### src/rtl/cdc_pkg.sv
// Shared types and constants for the multi-bit CDC receive path.
//   state_e             : four-phase handshake FSM states
//   DEFAULT_SYNC_STAGES : default depth of the req synchroniser
package cdc_pkg;

  typedef enum logic {
    IDLE     = 1'b0,
    WAIT_LOW = 1'b1
  } state_e;

  localparam int unsigned DEFAULT_SYNC_STAGES = 2;

endpackage

### src/rtl/cdc_sync_bit.sv
// N-stage single-bit synchroniser with asynchronous active-low reset.
// Ports:
//   clk_i  : destination clock
//   rst_ni : asynchronous active-low reset, clears every stage
//   d_i    : asynchronous input bit
//   q_o    : synchronised output, STAGES clk_i edges behind d_i
module cdc_sync_bit
  import cdc_pkg::*;
#(
  parameter int unsigned STAGES = DEFAULT_SYNC_STAGES
) (
  input  logic clk_i,
  input  logic rst_ni,
  input  logic d_i,
  output logic q_o
);

  logic [STAGES-1:0] sync_q;

  always_ff @(posedge clk_i or negedge rst_ni) begin
    if (!rst_ni) begin
      sync_q <= '0;
    end else begin
      sync_q <= {sync_q[STAGES-2:0], d_i};
    end
  end

  assign q_o = sync_q[STAGES-1];

endmodule

### src/rtl/cdc_bus_rx.sv
// Receive side of a req/ack multi-bit clock-domain crossing.
// The sender's req is synchronised; its data bus is sampled only on a
// capture, when the handshake guarantees it is stable. Captured words are
// presented on a valid/ready stream; no word is acknowledged while the
// output register is still occupied.
// Ports:
//   clk_i        : local clock
//   rst_ni       : asynchronous active-low reset
//   async_req_i  : sender request (level in four-phase, toggle in two-phase)
//   async_data_i : sender data, stable while the request is outstanding
//   async_ack_o  : registered acknowledge back to the sender
//   data_o       : captured word
//   valid_o      : data_o holds an unconsumed word
//   ready_i      : consumer accepts data_o when valid_o is high
//   busy_o       : handshake in progress or output occupied
//   xfer_cnt_o   : number of captured words, wraps modulo 2^CNT_W
module cdc_bus_rx
  import cdc_pkg::*;
#(
  parameter int unsigned WIDTH       = 8,
  parameter int unsigned SYNC_STAGES = DEFAULT_SYNC_STAGES,
  parameter int unsigned TOGGLE_MODE = 0,
  parameter int unsigned CNT_W       = 8
) (
  input  logic             clk_i,
  input  logic             rst_ni,
  input  logic             async_req_i,
  input  logic [WIDTH-1:0] async_data_i,
  output logic             async_ack_o,
  output logic [WIDTH-1:0] data_o,
  output logic             valid_o,
  input  logic             ready_i,
  output logic             busy_o,
  output logic [CNT_W-1:0] xfer_cnt_o
);

  state_e             state_q, state_d;
  logic               req_prev_q, req_prev_d;
  logic               ack_q, ack_d;
  logic               valid_q, valid_d;
  logic [WIDTH-1:0]   data_q, data_d;
  logic [CNT_W-1:0]   cnt_q, cnt_d;
  logic               req_s;
  logic               slot_free;
  logic               pending;
  logic               capture;

  cdc_sync_bit #(
    .STAGES (SYNC_STAGES)
  ) u_req_sync (
    .clk_i  (clk_i),
    .rst_ni (rst_ni),
    .d_i    (async_req_i),
    .q_o    (req_s)
  );

  // A pop and a capture may share a cycle: the new word overwrites the old.
  assign slot_free = !valid_q || ready_i;

  // In toggle mode an event stays pending until it can be captured, because
  // req_prev only follows req_s on a capture.
  assign pending = (TOGGLE_MODE != 0) ? (req_s != req_prev_q)
                                      : ((state_q == IDLE) && req_s);
  assign capture = pending && slot_free;

  always_comb begin
    state_d    = state_q;
    req_prev_d = req_prev_q;
    ack_d      = ack_q;
    valid_d    = valid_q;
    data_d     = data_q;
    cnt_d      = cnt_q;

    if (capture) begin
      data_d  = async_data_i;
      valid_d = 1'b1;
      cnt_d   = cnt_q + CNT_W'(1);
      if (TOGGLE_MODE != 0) begin
        ack_d      = req_s;
        req_prev_d = req_s;
      end else begin
        ack_d   = 1'b1;
        state_d = WAIT_LOW;
      end
    end else if (valid_q && ready_i) begin
      valid_d = 1'b0;
    end

    if ((TOGGLE_MODE == 0) && (state_q == WAIT_LOW) && !req_s) begin
      ack_d   = 1'b0;
      state_d = IDLE;
    end
  end

  always_ff @(posedge clk_i or negedge rst_ni) begin
    if (!rst_ni) begin
      state_q    <= IDLE;
      req_prev_q <= 1'b0;
      ack_q      <= 1'b0;
      valid_q    <= 1'b0;
      data_q     <= '0;
      cnt_q      <= '0;
    end else begin
      state_q    <= state_d;
      req_prev_q <= req_prev_d;
      ack_q      <= ack_d;
      valid_q    <= valid_d;
      data_q     <= data_d;
      cnt_q      <= cnt_d;
    end
  end

  assign async_ack_o = ack_q;
  assign data_o      = data_q;
  assign valid_o     = valid_q;
  assign xfer_cnt_o  = cnt_q;
  assign busy_o      = (state_q != IDLE) || valid_q || pending;

endmodule

### config.mk
export PLATFORM = sky130hd
export DESIGN_NAME = cdc_bus_rx
export DESIGN_NICKNAME = d
export VERILOG_FILES = /design/src/rtl/cdc_pkg.sv /design/src/rtl/cdc_sync_bit.sv /design/src/rtl/cdc_bus_rx.sv
export SDC_FILE = /design/constraint.sdc
export NUM_CORES = 1
export LEC_CHECK = 0
export ABC_AREA = 1
export CAP_MARGIN = 25
export CORE_UTILIZATION = 39
export CTS_CLUSTER_SIZE = 40
export DETAILED_ROUTE_END_ITERATION = 10
export GPL_TIMING_DRIVEN = 0
export HOLD_SLACK_MARGIN = 0.08
export PLACE_DENSITY = 0.69
export SLEW_MARGIN = 25
export SYNTH_ARGS = -nofsm -noshare
export SYNTH_HDL_FRONTEND = slang
export SYNTH_HIERARCHICAL = 1
export SYNTH_SLANG_ARGS = --single-unit
### constraint.sdc
create_clock -name clk_i -period 1.3 [get_ports clk_i]
set_clock_uncertainty 0.2 [all_clocks]
set_input_delay 0.26 -clock clk_i [delete_from_list [all_inputs] [get_ports clk_i]]
set_output_delay 0.26 -clock clk_i [all_outputs]
set_load 0.01 [all_outputs]
# == Word-level counts from Yosys, hierarchy flattened ==
# Index checks and enable logic that the tools add are counted.
# classes
reduce_logical,11
muxes,4
n_addsub,1
bitwise_logic,1
# ops
cell,n
$add A8 B1 Y8 const B,1
$logic_and A1 B1 Y1,4
$mux W1,4
$reduce_bool A2 Y1,2
$logic_or A1 B1 Y1,3
$logic_not A1 Y1,2
$not A1 Y1,1
# word_totals
output_inout_bits,19
reg_bits,20

# == Logic depth before layout (Yosys ltp) ==
# Gate-level depths: netlist of run 1.
# depth
word_depth,5
ltp_mapped,7
mapped_depth_nobuf,7

# == Hierarchy ==
# The synthesis of run 1 kept the hierarchy.
# modules_own_cells
module,area_per_inst_um2,cells_per_inst,instances
cdc_bus_rx,838.3,95,1
cdc_sync_bit,50.0,2,1

# == Worst setup path before layout of run 1 ==
# Ideal clock, no wire load.
# synth_path
path_kind,register to register
from,"reg cnt_q[0], in the netlist xfer_cnt_o[0]"
to,"reg cnt_q[4], in the netlist xfer_cnt_o[4]"
required_ns,0.974
n_path_buf,0
t_arrival_ns,1.046
path_stages_with_launch,6
setup_slack_ns,-0.072
path_cell_list,dfrtp_1 -> ha_1 -> inv_1 -> nor2_1 -> nand2_1 -> xnor2_1
# synth_via
elab_chain_cells,1
# synth_rtl
item,line_no,text
"start, declared",cdc_bus_rx.sv:42,"logic [CNT_W-1:0] cnt_q, cnt_d;"
"start signal, assigned",cdc_bus_rx.sv:109,cnt_q <= cnt_d;
$add A8 B1 Y8,cdc_bus_rx.sv:77,cnt_d = cnt_q + CNT_W'(1);
# No other way between the ends.
# A chain may end at the register's enable or synchronous reset.

# == Worst setup path in the final report of run 1 ==
# layout_path
from,reg u_req_sync.sync_q[1]
to,out busy_o
# layout_via
elab_chain_cells,2
# layout_rtl
item,line_no,text
"start, declared",cdc_sync_bit.sv:18,logic [STAGES-1:0] sync_q;
"start signal, assigned",cdc_sync_bit.sv:24,"sync_q <= {sync_q[STAGES-2:0], d_i};"
$logic_and A1 B1 Y1,cdc_bus_rx.sv:63,: ((state_q == IDLE) && req_s);
$logic_or A1 B1 Y1,cdc_bus_rx.sv:117,assign busy_o = (state_q != IDLE) || valid_q || pending;
"end, declared",cdc_bus_rx.sv:33,"output logic busy_o,"
# No other way between the ends.

==> impl_results.md, run 1 <==
- Ant. Diodes: 0
- Pint: 1.29 mW
- Floorplan die width: 49.7 um
- Simple-Gate Fraction of Synth Area: 0.292
- Met3 Track Usage GR: 0.0401
- Adder-cell share of the synthesized area: 0.0141
- Layout cell share with drive strength beyond 1: 0.422
- Mean Syn Cell Area: 9.16 sq um
- First-pass GRT wire length: 3320 um
- Leading area contributor after synthesis: dfrtp_1
- Cells after synthesis: 97
- Unrepaired setup endpoints after global routing: yes
- Tmin final: 1.46 ns
- Initial antenna violation count: 0
- XOR/XNOR share of the synthesized area: 0.0479
- Clock sink total: 20
- Worst Path Arrival: 1.00 ns
- Routed wire per std cell: 12.0 um
- Slew margin rel.: 0.419
- Mux share of post-synthesis cell area: 0
- Most frequent cells in the layout: nand2_1 (36), dfrtp_1 (19), buf_2 (16)
- Hpwl dp: 1260 um
- YS warnings: 6
- Clock share of power: 0.157
- Met1 usage: 0.237
- Critical path capture point type: output pin
- Gpl congestion: 0.703
- Period utilization: 1.12
- Area of the multi-input gates: 374 sq um
- Flop pwr share: 0.428
- Max incr delay on CP: 0.42 ns
- Setup CP Type: reg -> out
- Buffers on Ports: 30
- Tot Pwr: 1.94 mW
- Min Hold Slack: -0.0248 ns
- Vert. Die Dim: 49.7 um
- Largest net degree at the start of global routing: 21
- Synth Area in Compound Gates: 0.00563
- R2R depth: 8
- DRT Pass-1 Iters: 3
- CP Max Fanout: 2
- GRT busiest layer: met2
- Initial core utilization: 0.435
- R2R Path Start: u_req_sync/sync_q[1]
- Netlist cell types: 18
- Io pins: 31
- Routed vias/inst: 4.52
- Worst Setup SP: u_req_sync/sync_q[1]
- Syn_nets: 110
- Slew Viols, Final: 0
- Yosys top cell area share: 0.563
- Clock Tree Buf Depth: 2
- CTS clk-pin slew, worst paths: 0.11 ns
- Crit-path cells: inv_2, nand3_2, buf_6
- Overall routing resource usage: 0.178
- Startpoint type of the worst setup path: flop
- Die Area: 2470 sq um
- Total routed wirelength: 2090 um
- Setup ws final: -0.158 ns
- Pwr/cell area: 1390 nW/um^2
- Fin. Hold Viols: 20
- Num CTS Buffers: 3
- Synth Cell Area: 888 sq um
- HP Class: in -> async
- P_sw: 0.649 mW
- Drt initial violations: 5
- Final nets: 161
- Leak: 0.748 nW
- Met2 Use GR: 0.293
- Routed via count: 786
- Register area: 502 sq um
- Max-cap violations: 0
- Switching Share: 0.335
- Pre-CTS WS: -0.386 ns
- Max H-tree Level: 1
- Root Buffer: clkbuf_4
- #FFs+latches synth: 20
- Failing checks: hold timing, setup timing
- Site Rows: 16
- Largest family of logic cells by synthesized area: simple AND/OR/NAND/NOR gates
- Layout Area Growth over Synthesis: 56.6%
- Logic pwr share: 0.415
- Register area share after synthesis: 0.563
- Antenna viol nets, final: 0
- Top cells by area, synth: dfrtp_1 (56%), nand2_1 (17%), inv_1 (4.6%)
- Fillers: 180
- Total core area: 2040 sq um
- Commonest non-fill, non-tap cell in the layout: nand2_1
- Req. time, crit path: 0.84 ns
- Maximum vdd drop: 0.737 mV
- Crit path max-delay cell type: dfrtp_1
- Endpoints failing setup: 26
- Total grt overflow: 0
- CTS tree: yes
- Clk_lat worst skew: 0.30 ns
- Highest clock rate: 686 MHz
- DRC Markers: 0
- Measured slew at the worst slew-check pin: 0.871 ns
- Vias in the first global route: 742
- Outcome: finished, violations left
## metal layers
metal  routed length, um  share of wire
met5                   0              0
met4                  17         0.0082
met3                 113          0.054
met2                1060           0.51
met1                 899           0.43
## critical path: cells and delay by family, from the launching register on
kind | cells | cell delay (ns)
DFF | 1 | 0.42
and+or+nand+nor | 1 | 0.08
buffers and inverters | 2 | 0.20
## flip-flops by register name, indices dropped and copies added (netlist names)
name	flops
u_req_sync/sync_q	2
xfer_cnt_o	8
valid_o	1
async_ack_o	1
data_o	8
## kinds of logic after synthesis
group                    after synthesis
adder cells (fa/ha/maj)                1
buffers and inverters                 14
AND/OR/NAND/NOR                       57
XOR/XNOR                               4
flip-flops                            20
AO/OA/AOI/OAI                          1
## power by group through the flow
stage	logic (mW)	registers (mW)	clock network (mW)
detailed placement	0.613	0.884	0
finish	0.804	0.830	0.305
global route	0.880	0.846	0.347
floorplan	0.219	0.931	0
global placement	0.602	0.882	0
CTS	0.738	0.819	0.318
## final timing paths
| path | endpoint | slack, ns |
|---|---|---|
| hold reg to reg | u_req_sync/sync_q[1] | 0.18 |
| setup / recovery | busy_o | -0.16 |
| setup reg to reg | xfer_cnt_o[5] | -0.09 |
| max in group asynchronous | xfer_cnt_o[0] | 0.34 |
| hold / removal | data_o[1] | -0.02 |
| min in group clk_i | u_req_sync/sync_q[1] | 0.18 |
## synth_stat cells
cell type / instances
ha_1: 1
nand3_1: 4
xor2_1: 2
dfrtp_1: 20
inv_1: 11
nand3b_1: 1
nand2_1: 41
buf_6: 2
nor2_2: 2
nor2_1: 3
xnor2_2: 1
nand4_2: 1
clkinv_2: 1
xnor2_1: 1
nand4_1: 1
nand2_2: 2
a21oi_1: 1
nor2_4: 2
## through the flow
step	utilization	hold WS [ns]	cells	TNS, ns	instance area, sq um
floorplan	-	-0.236	97	0	892
global placement	0.600	0.136	154	-11.10	1230
detailed placement	0.600	0.154	154	-11.85	1230
CTS	0.638	0.0175	171	-1.00	1300
global route	0.681	0.0437	174	-3.05	1390
finish	0.681	-0.0248	174	-1.30	1390
## timing repair
| action | CTS | global route |
|---|---|---|
| setup buffers | 12 | 2 |
| cloned | 1 | 1 |
| endpoints found under the hold margin | 20 | 20 |
| endpoints found under the setup margin | 22 | 35 |
| resized for setup | 88 | 14 |
| pin swaps | 3 | 6 |
## cell type report
type / count / area share
Buffer: 2 / 0.0189
Clock buffer: 4 / 0.0189
Inverter: 12 / 0.0351
Multi-Input combinational cell: 63 / 0.269
Sequential cell: 20 / 0.361
Tap cell: 27 / 0.0243
Timing Repair Buffer: 46 / 0.273
No activity file was read; power rests on OpenSTA's default activity.
==> run 2, diff against run 1 <==
- HOLD_SLACK_MARGIN: 0.08 -> default
- SLEW_MARGIN: 25 -> default
- TNS_END_PERCENT: default -> 5
==> impl_results.md, run 2 (synthesized netlist as in run 1, its figures left out) <==
- Outcome: finished, violations left
- Failing checks: hold timing, setup timing
- CTS tree: yes
- Io pins: 31
- Clk_lat worst skew: 0.30 ns
- Hpwl dp: 1260 um
- Routed vias/inst: 4.47
- Gpl congestion: 0.703
- CTS clk-pin slew, worst paths: 0.11 ns
- Met3 WL post-DR: 108 um
- Ant. Diodes: 0
- Routed wire per std cell: 11.3 um
- Root Buffer: clkbuf_4
- Leak: 0.718 nW
- Drt initial violations: 4
- Startpoint type of the worst setup path: flop
- Placed inst area: 1230 sq um
- Endpoints failing setup: 22
- Num CTS Buffers: 3
- Layout cell share with drive strength beyond 1: 0.375
- Total core area: 2040 sq um
- Max H-tree Level: 1
- HP Class: in -> async
- Worst Path Arrival: 1.00 ns
- Inst Count DP: 154
- Tot Pwr: 1.86 mW
- Critical path capture point type: output pin
- Fin. Hold Viols: 20
- Req. time, crit path: 0.84 ns
- Tmin final: 1.46 ns
- Highest routed layer: met4
- Clock Tree Buf Depth: 2
- Vert. Die Dim: 49.7 um
- DRC Markers: 0
- Die Area: 2470 sq um
- Layout Area Growth over Synthesis: 48.3%
- Commonest non-fill, non-tap cell in the layout: nand2_1
- DRT Pass-1 Iters: 2
- Total routed wirelength: 1920 um
- Maximum vdd drop: 0.806 mV
- Clock sink total: 20
- Max-cap violations: 0
- Cell Count, Final, Fillers Out: 171
- Measured slew at the worst slew-check pin: 0.856 ns
- Pre-CTS WS: -0.386 ns
- Buffers on Ports: 30
- Slew margin rel.: 0.430
- Routed via count: 764
- Crit path to: busy_o
- Most frequent cells in the layout: nand2_1 (41), dfrtp_1 (19), buf_2 (16)
- R2r setup slk: -0.09 ns
- Non-Filler Cell Area, Final: 1320 sq um
- Initial core utilization: 0.435
- Final nets: 158
- Setup CP Type: reg -> out
- M1 WL: 862 um
- Vias in the first global route: 733
- Pwr/cell area: 1410 nW/um^2
- Unrepaired setup endpoints after global routing: yes
- R2R Path Start: valid_o
- Metal2 WL: 931 um
- Overall routing resource usage: 0.173
- CP Max Fanout: 2
- Highest clock rate: 686 MHz
- Min Hold Slack: -0.0367 ns
- Largest net degree at the start of global routing: 21
- Site Rows: 16
- Total grt overflow: 0
- Setup ws final: -0.158 ns
- Initial antenna violation count: 0
- Worst Setup SP: u_req_sync/sync_q[1]
- Antenna viol nets, final: 0
- Slew Viols, Final: 0
- Period utilization: 1.12
- Floorplan die width: 49.7 um
- First-pass GRT wire length: 3240 um
- R2R depth: 8
- Worst r2r dst: xfer_cnt_o[6]
[run 2: worst max-delay path, stage by stage (launching register included)]
cell and delay (ns):
dfrtp_1 0.42, inv_2 0.08, nand3_2 0.08, buf_6 0.12
[run 2: power by group]
group          leakage (nW)  switching [mW]  internal, mW
logic                 0.464           0.364         0.365
registers             0.239          0.0660         0.750
clock network        0.0150           0.190         0.120
total                 0.718           0.620          1.23
[run 2: repair_timing]
item / in CTS / in global routing
buffers inserted: 12 / 1
endpoints found under the hold margin: 0 / 0
setup endpoints to repair: 22 / 35
hold buffers: 0 / 0
resized for setup: 84 / 6
pin swaps: 3 / 3
[run 2: worst min-delay path by stage]
stage                           end  depth (start not counted)            startpoint
5_1_grt                   data_o[2]                          1                rst_ni
3_5_place_dp   u_req_sync/sync_q[1]                          0  u_req_sync/sync_q[0]
4_1_cts                   data_o[5]                          1                rst_ni
2_1_floorplan           async_ack_o                          0                rst_ni
6_report                  data_o[1]                          1                rst_ni
3_3_place_gp   u_req_sync/sync_q[1]                          0  u_req_sync/sync_q[0]
[run 2: through the flow]
| stage | util | TNS [ns] |
|---|---|---|
| 6_report | 0.645 | -1.09 |
| 5_1_grt | 0.645 | -2.59 |
| 4_1_cts | 0.632 | -0.770 |
| 3_5_place_dp | 0.600 | -11.85 |
| 3_3_place_gp | 0.600 | -11.10 |
| 2_1_floorplan | - | 0 |
[run 2: final cells by class]
| type | count | area, sq um |
|---|---|---|
| inverters | 12 | 46.3 |
| flip-flops and latches | 20 | 502 |
| clock buffers | 4 | 26.3 |
| fillers | 195 | 724 |
| repair buffers | 43 | 330 |
| plain buffers | 2 | 22.5 |
| well taps | 27 | 33.8 |
| multi-input cells | 63 | 357 |
[run 2: metal layers]
layer | vias up | GRT usage
met3 | 2 | 0.0401
met2 | 23 | 0.284
met4 | 0 | 0.0429
li1 | 384 | -
met5 | - | 0
met1 | 355 | 0.229
==> run 3, diff against run 2 <==
- SKIP_CTS_REPAIR_TIMING: default -> 1
==> impl_results.md, run 3 (synthesized netlist as in run 1, its figures left out) <==
- Startpoint type of the worst setup path: flop
- Setup CP Type: reg -> out
- Max-cap violations: 0
- Site Rows: 16
- CP dominant cell by count: buf_6
- Overall routing resource usage: 0.160
- Worst Path Arrival: 1.07 ns
- Pint: 1.19 mW
- Gpl congestion: 0.703
- Routed vias/inst: 4.42
- Fillers: 203
- Initial core utilization: 0.435
- Max incr delay on CP: 0.40 ns
- Register area: 502 sq um
- CTS clk-pin slew, worst paths: 0.11 ns
- Cell Count, Final, Fillers Out: 170
- Tot Pwr: 1.79 mW
- Total routed wirelength: 1810 um
- Io pins: 31
- Pre-CTS WS: -0.386 ns
- Clk_lat worst skew: 0.30 ns
- Worst r2r dst: xfer_cnt_o[6]
- R2r setup slk: -0.12 ns
- Num CTS Buffers: 3
- First-pass GRT wire length: 2990 um
- HP Class: in -> async
- Inst Count DP: 154
- Worst Setup SP: async_ack_o
- Total grt overflow: 0
- Placed inst area: 1230 sq um
- Logic pwr share: 0.357
- Non-Filler Cell Area, Final: 1290 sq um
- Clock sink total: 20
- R2R depth: 8
- Fin. Hold Viols: 20
- Crit path max-delay cell type: dfrtp_1
- Hpwl dp: 1260 um
- Met2 Use GR: 0.250
- Met3 Track Usage GR: 0.0401
- CP Max Fanout: 3
- Failing checks: hold timing, setup timing
- Highest clock rate: 653 MHz
- Layout Area Growth over Synthesis: 44.8%
- Commonest non-fill, non-tap cell in the layout: nand2_1
- Endpoints failing setup: 21
- Clock Tree Buf Depth: 2
- Area of the multi-input gates: 332 sq um
- R2R Path Start: async_ack_o
- Measured slew at the worst slew-check pin: 0.887 ns
- Slew Viols, Final: 0
- Tmin final: 1.53 ns
- Met1 usage: 0.219
- Unrepaired setup endpoints after global routing: yes
- Layout cell share with drive strength beyond 1: 0.322
- GRT busiest layer: met2
- Period utilization: 1.18
- Buffers on Ports: 30
- Total core area: 2040 sq um
- Root Buffer: clkbuf_4
- Critical path capture point type: output pin
- Flop pwr share: 0.474
- Ant. Diodes: 0
- Pwr/cell area: 1390 nW/um^2
- Setup ws final: -0.231 ns
- Clock share of power: 0.169
- DRT Pass-1 Iters: 4
- P_sw: 0.593 mW
- Vias in the first global route: 679
- Vert. Die Dim: 49.7 um
- Leak: 0.735 nW
- Routed wire per std cell: 10.6 um
- Slew margin rel.: 0.408
- Util after Layout: 0.630
- Die Area: 2470 sq um
- Most frequent cells in the layout: nand2_1 (41), dfrtp_1 (19), clkbuf_2 (16)
- Routed via count: 752
- DRC Markers: 0
- Floorplan die width: 49.7 um
- Initial antenna violation count: 0
- Maximum vdd drop: 0.755 mV
- Switching Share: 0.332
- Req. time, crit path: 0.84 ns
- Crit path to: busy_o
- Final nets: 157
- CTS tree: yes
- Outcome: finished, violations left
- Max H-tree Level: 1
- Antenna viol nets, final: 0
- Crit-path cells: buf_6, inv_4, nand3_2, buf_6
- Drt initial violations: 7
- Largest net degree at the start of global routing: 21
- Min Hold Slack: -0.134 ns
## run 3: cell count changes in the layout (fill, tap and decap cells not counted), moves of 2 or more
cell and delta:
buf_2 -16, clkbuf_2 +15, inv_1 +3, nor2_4 -2, nand2_2 +2, dlymetal6s2s_1 +3, nand2_4 -2, inv_2 -3
## run 3: power groups by stage
stage	Clock (mW)	Sequential, mW	Combinational [mW]
finish	0.302	0.848	0.638
global route	0.343	0.865	0.710
CTS	0.318	0.874	0.616
detailed placement	0	0.884	0.613
global placement	0	0.882	0.602
floorplan	0	0.931	0.219
## run 3: worst max-delay path, delay by kind of cell (launching register included)
| kind | cells | cell delay [ns] |
|---|---|---|
| flops | 1 | 0.40 |
| buf+inv | 3 | 0.30 |
| simple gates | 1 | 0.07 |
## run 3: routing by layer
metal | part of all wire | vias up
met2 | 0.46 | 25
met4 | 0.010 | 0
met5 | 0 | -
met3 | 0.063 | 2
li1 | - | 386
met1 | 0.46 | 339
## run 3: worst min-delay path by stage
| stage | start | slack [ns] | to | cells past startpoint |
|---|---|---|---|---|
| 2_1_floorplan | rst_ni | -0.24 | async_ack_o | 0 |
| 3_3_place_gp | u_req_sync/sync_q[0] | 0.14 | u_req_sync/sync_q[1] | 0 |
| 3_5_place_dp | u_req_sync/sync_q[0] | 0.15 | u_req_sync/sync_q[1] | 0 |
| 4_1_cts | u_req_sync/sync_q[0] | 0.18 | u_req_sync/sync_q[1] | 0 |
| 5_1_grt | rst_ni | -0.07 | data_o[1] | 1 |
| 6_report | rst_ni | -0.13 | data_o[1] | 1 |
## run 3: area by class of cell
type | instances | share of cell area
Buffer | 2 | 0.0175
Timing Repair Buffer | 42 | 0.251
Multi-Input combinational cell | 63 | 0.258
Clock buffer | 4 | 0.0204
Inverter | 12 | 0.0370
Tap cell | 27 | 0.0263
Sequential cell | 20 | 0.390
## run 3: metrics by stage
| stage | hold WS, ns | TNS [ns] |
|---|---|---|
| after floorplan | -0.236 | 0 |
| after global placement | 0.136 | -11.10 |
| after detailed placement | 0.154 | -11.85 |
| after CTS | 0.180 | -8.03 |
| after global routing | -0.0721 | -2.63 |
| final | -0.134 | -0.916 |
